**config.mk**
```make
export PLATFORM = sky130hd
export DESIGN_NAME = mux_scan_sequencer
export DESIGN_NICKNAME = d
export VERILOG_FILES = /design/src/rtl/mux_scan_sequencer.sv
export SDC_FILE = /design/constraint.sdc
export NUM_CORES = 1
export LEC_CHECK = 0
export CORE_MARGIN = 1.5
export CORE_UTILIZATION = 45
export CTS_CLUSTER_DIAMETER = 120
export DETAILED_ROUTE_END_ITERATION = 8
export GPL_TIMING_DRIVEN = 1
export PLACE_DENSITY = 0.8
export SETUP_SLACK_MARGIN = 0.4
export SLEW_MARGIN = 10
export SYNTH_ARGS = -nofsm -noshare
export SYNTH_HDL_FRONTEND = slang
export SYNTH_SLANG_ARGS = --single-unit
export TNS_END_PERCENT = 5
```
**constraint.sdc**
```tcl
create_clock -name clk -period 4.4 [get_ports clk]
set_clock_uncertainty 0.05 [all_clocks]
set_input_delay 0.88 -clock clk [delete_from_list [all_inputs] [get_ports clk]]
set_output_delay 0.88 -clock clk [all_outputs]
set_load 0.01 [all_outputs]
```
**src/rtl/mux_scan_sequencer.sv**
```systemverilog
// mux_scan_sequencer
// Steps an 8:1 single-bit mux through channels 0..7, holds each channel for
// SETTLE+1 cycles, samples the mux output on the last cycle of that window,
// and packs the eight samples into one byte offered over valid/ready.
// Supports single-shot and continuous scans. A frame that finds the output
// slot still occupied is dropped and reported on a sticky overrun flag.
//
// Ports:
//   clk, rst            clock (rising edge), synchronous active-high reset
//   start               begin a scan (only looked at while idle)
//   cont                continuous mode, looked at on each frame-end edge
//   y_in                mux output, already in the clk domain
//   s0, s1, s2          mux selects, channel index = {s0,s1,s2}
//   frame_data          bit k = sample of channel k
//   frame_valid         frame_data holds an unconsumed frame
//   frame_ready         downstream accepts frame_data
//   busy                scan in progress
//   overrun             sticky, a completed frame was dropped
//   clr_ovr             clears overrun (a same-edge drop wins)
module mux_scan_sequencer #(
    parameter int unsigned SETTLE = 2
) (
    input  logic       clk,
    input  logic       rst,
    input  logic       start,
    input  logic       cont,
    input  logic       y_in,
    output logic       s0,
    output logic       s1,
    output logic       s2,
    output logic [7:0] frame_data,
    output logic       frame_valid,
    input  logic       frame_ready,
    output logic       busy,
    output logic       overrun,
    input  logic       clr_ovr
);

    localparam logic [3:0] SETTLE_C = 4'(SETTLE);

    typedef enum logic {IDLE, SCAN} state_t;

    state_t     state;
    logic [2:0] k;
    logic [3:0] cnt;
    logic [6:0] cap;

    always_ff @(posedge clk) begin
        if (rst) begin
            state       <= IDLE;
            k           <= 3'd0;
            cnt         <= 4'd0;
            cap         <= 7'd0;
            frame_data  <= 8'h00;
            frame_valid <= 1'b0;
            overrun     <= 1'b0;
        end else begin
            // Default handshake/clear behaviour; a frame load or a drop
            // further down overrides these on the same edge.
            if (clr_ovr)
                overrun <= 1'b0;
            if (frame_valid && frame_ready)
                frame_valid <= 1'b0;

            case (state)
                IDLE: begin
                    if (start) begin
                        k     <= 3'd0;
                        cnt   <= 4'd0;
                        state <= SCAN;
                    end
                end
                SCAN: begin
                    if (cnt != SETTLE_C) begin
                        cnt <= cnt + 4'd1;
                    end else begin
                        cnt <= 4'd0;
                        if (k != 3'd7) begin
                            cap[k] <= y_in;
                            k      <= k + 3'd1;
                        end else begin
                            // Frame end: the last sample goes straight into
                            // the output byte, never through cap.
                            k     <= 3'd0;
                            state <= cont ? SCAN : IDLE;
                            if (!frame_valid || frame_ready) begin
                                frame_data  <= {y_in, cap};
                                frame_valid <= 1'b1;
                            end else begin
                                overrun <= 1'b1;
                            end
                        end
                    end
                end
                default: state <= IDLE;
            endcase
        end
    end

    // k returns to 0 at every frame end, so selects read 0 while idle.
    assign {s0, s1, s2} = k;
    assign busy         = (state == SCAN);

endmodule

```
==> impl_metrics.yaml <==
placement:
  dp_slack_ns: 1.92
  gp_congestion: 0.733
  dp_cells: 163
  dpl.hpwl_mm: 1.53
  post_dp_cell_area_um2: 1370
  port_buffers: 20
critical_path:
  worstPathArrival_ns: 1.53
  critPathMaxFanout: 13
  cp_top_family: "buffers and inverters"
  start_kind: "flip-flop"
  path_buf_inv: 1
  worstPathCellList: "clkdlybuf4s50_1"
  r2r_cells: 5
  max_stage_delay_ns: 0.62
  cp_slowest_cell: "clkdlybuf4s50_1"
  end_kind: "primary output"
  worstPathRequired_ns: 3.47
  critPathKind: "reg -> out"
  cp_num_cells: 1
yosys:
  synth_top_cell_by_area: "dfxtp_1"
  synth_most_common_cell: "dfxtp_1"
  avgSynthCellArea_um2: 9.84
  netlist.area_leader.share: 0.427
  synth_area_um2: 1170
  syn_nets: 131
  ys_seq_area_frac: 0.427
  ys.flop_type: "dfxtp_1"
  ys_ff_latch: 25
  yosysWarnings: 0
  syn_inst: 119
  synthTopCellsByCount: "dfxtp_1 (25), nand2b_1 (18), mux2i_1 (15)"
  synth-edff-count: 0
  synth.distinct_cells: 24
  synth_area_leaders: "dfxtp_1 (43%), mux2i_1 (13%), nand2b_1 (9.6%)"
  async_reset_ff_frac: 0
cells_and_area:
  fin_cells: 167
  nNetsFinal: 150
  drive_gt1_frac: 0.0657
  final_area_um2: 1400
  synthToLayoutAreaGrowth_pct: 19.7
  nFillCells: 231
  fin_util: 0.566
  antennaDiodeCount: 0
pwr:
  power_frac_comb: 0.059
  p_total_mw: 0.359
  ir_drop_uv: 221
  p_sw_mw: 0.0846
  power.density_nw_per_um2: 256
  power.clock.fraction: 0.297
  power_leakage_nw: 0.577
  intPower_mw: 0.275
  sw_frac_of_total: 0.235
  seqPwrFrac: 0.644
die:
  design.core.area_um2: 2480
  fp.dieArea_um2: 2920
  die_h_um: 54.0
  initial_core_util: 0.473
  die_w_um: 54.0
  rows: 18
  boundaryPins: 21
cts:
  cts.reportedPaths.clkPinSlew_ns: 0.14
  cts_resized: 0
  post-cts-setup-buffer-count: 0
  holdBufCountCts: 0
  cts_num_sinks: 25
  tritoncts: "done"
  max-clock-path-buffers: 2
  cts-root-buf: "clkbuf_4"
  numCtsBuffers: 3
  clkLatencyLatePin_ns: 0.32
  htree_levels: 1
flow_run:
  cap_violations: 0
sta:
  hold_ws_ns: 0.430
  tightest_slew_ns: 0.714
  post-route-period-util: 0.559
  setup_viol: 0
  rsz0062_at_grt: "false"
  slew_viol_final: 0
  hold_violations: 0
  fmax_mhz: 407
  fin_crit_ns: 2.46
  finalSetupTns_ns: 0
  slew_headroom: 0.522
  timing.final.ws_setup_ns: 1.94
routing:
  drt_iter0_markers: 8
  remaining_drc_errors: 0
  wl_per_cell_um: 12.7
  first_pass_iters: 4
  viasPerCell: 5.28
  final_antenna_net_count: 0
  routed_wl_mm: 2.12
  vias: 881
global_routing:
  grt_pass1_vias: 803
  grt_usage: 0.167
  grt_pass1_wl_mm: 3.55
  antenna_found_initial: 0
  overflow: 0
  grt_max_degree: 27
hold_path:
  hold_path_depth: 2
  holdCritPathClass: "reg -> reg"
run_status:
  status: "finished, final reports clean"
-- metal layers --
layer | track usage | wire, µm | vias to the layer above
met5 | 0 | 0 | -
met4 | 0.0625 | 10 | 0
met3 | 0.0333 | 69 | 2
met2 | 0.260 | 968 | 18
met1 | 0.228 | 1070 | 404
li1 | - | - | 457
-- registers in the layout, summed over array words and instances (netlist names) --
register     flops
busy             1
cap              7
frame_data       8
frame_valid      1
k                3
cnt              4
overrun          1
-- power groups by stage --
stage	Clock [mW]	Combinational, mW	Sequential [mW]
6_report	0.107	0.0212	0.231
5_1_grt	0.122	0.0233	0.232
4_1_cts	0.111	0.0213	0.232
3_5_place_dp	0	0.0212	0.236
3_3_place_gp	0	0.0204	0.236
2_1_floorplan	0	0.0130	0.235
-- final timing paths --
kind / start / end / slack, ns
worst max-delay path: busy / busy / 1.94
worst max register to register: k[1] / frame_data[3] / 2.46
worst min register to register: overrun / overrun / 0.43
worst min-delay path: overrun / overrun / 0.43
-- kinds of logic after synthesis --
| family | after synthesis | synth area share |
|---|---|---|
| mux | 15 | 0.128 |
| buf+inv | 9 | 0.0417 |
| flops | 25 | 0.427 |
| simple gates | 55 | 0.302 |
| compound gates | 10 | 0.0470 |
| fa+ha+maj | 5 | 0.0534 |
-- final cells by class --
cell class	instances	area, µm²	area share
Multi-Input combinational cell	85	622	0.444
Clock buffer	3	22.5	0.0161
Clock inverter	1	7.51	0.00536
Timing Repair Buffer	20	200	0.143
Sequential cell	25	500	0.357
Inverter	3	11.3	0.00804
Tap cell	30	37.5	0.0268
-- cell usage in the layout, fill, tap and decap left out, drive strengths merged --
cell type      netlist  layout
nand2                6       6
o21ai                1       1
inv                  3       3
nand4b               3       3
and4b                1       1
a32oi                1       1
ha                   5       5
nor3                 3       3
nor4                 1       1
nor2b                2       2
a21oi                7       7
nand2b              18      18
nand3                9       9
and4bb               2       2
nand4                1       1
or3                  2       2
a31oi                1       1
clkdlybuf4s50        0      20
clkbuf               4       3
clkinvlp             0       1
or3b                 2       2
dfxtp               25      25
nand4bb              1       1
mux2i               15      15
nor2                 4       4
No activity file was read; power rests on OpenSTA's default activity.
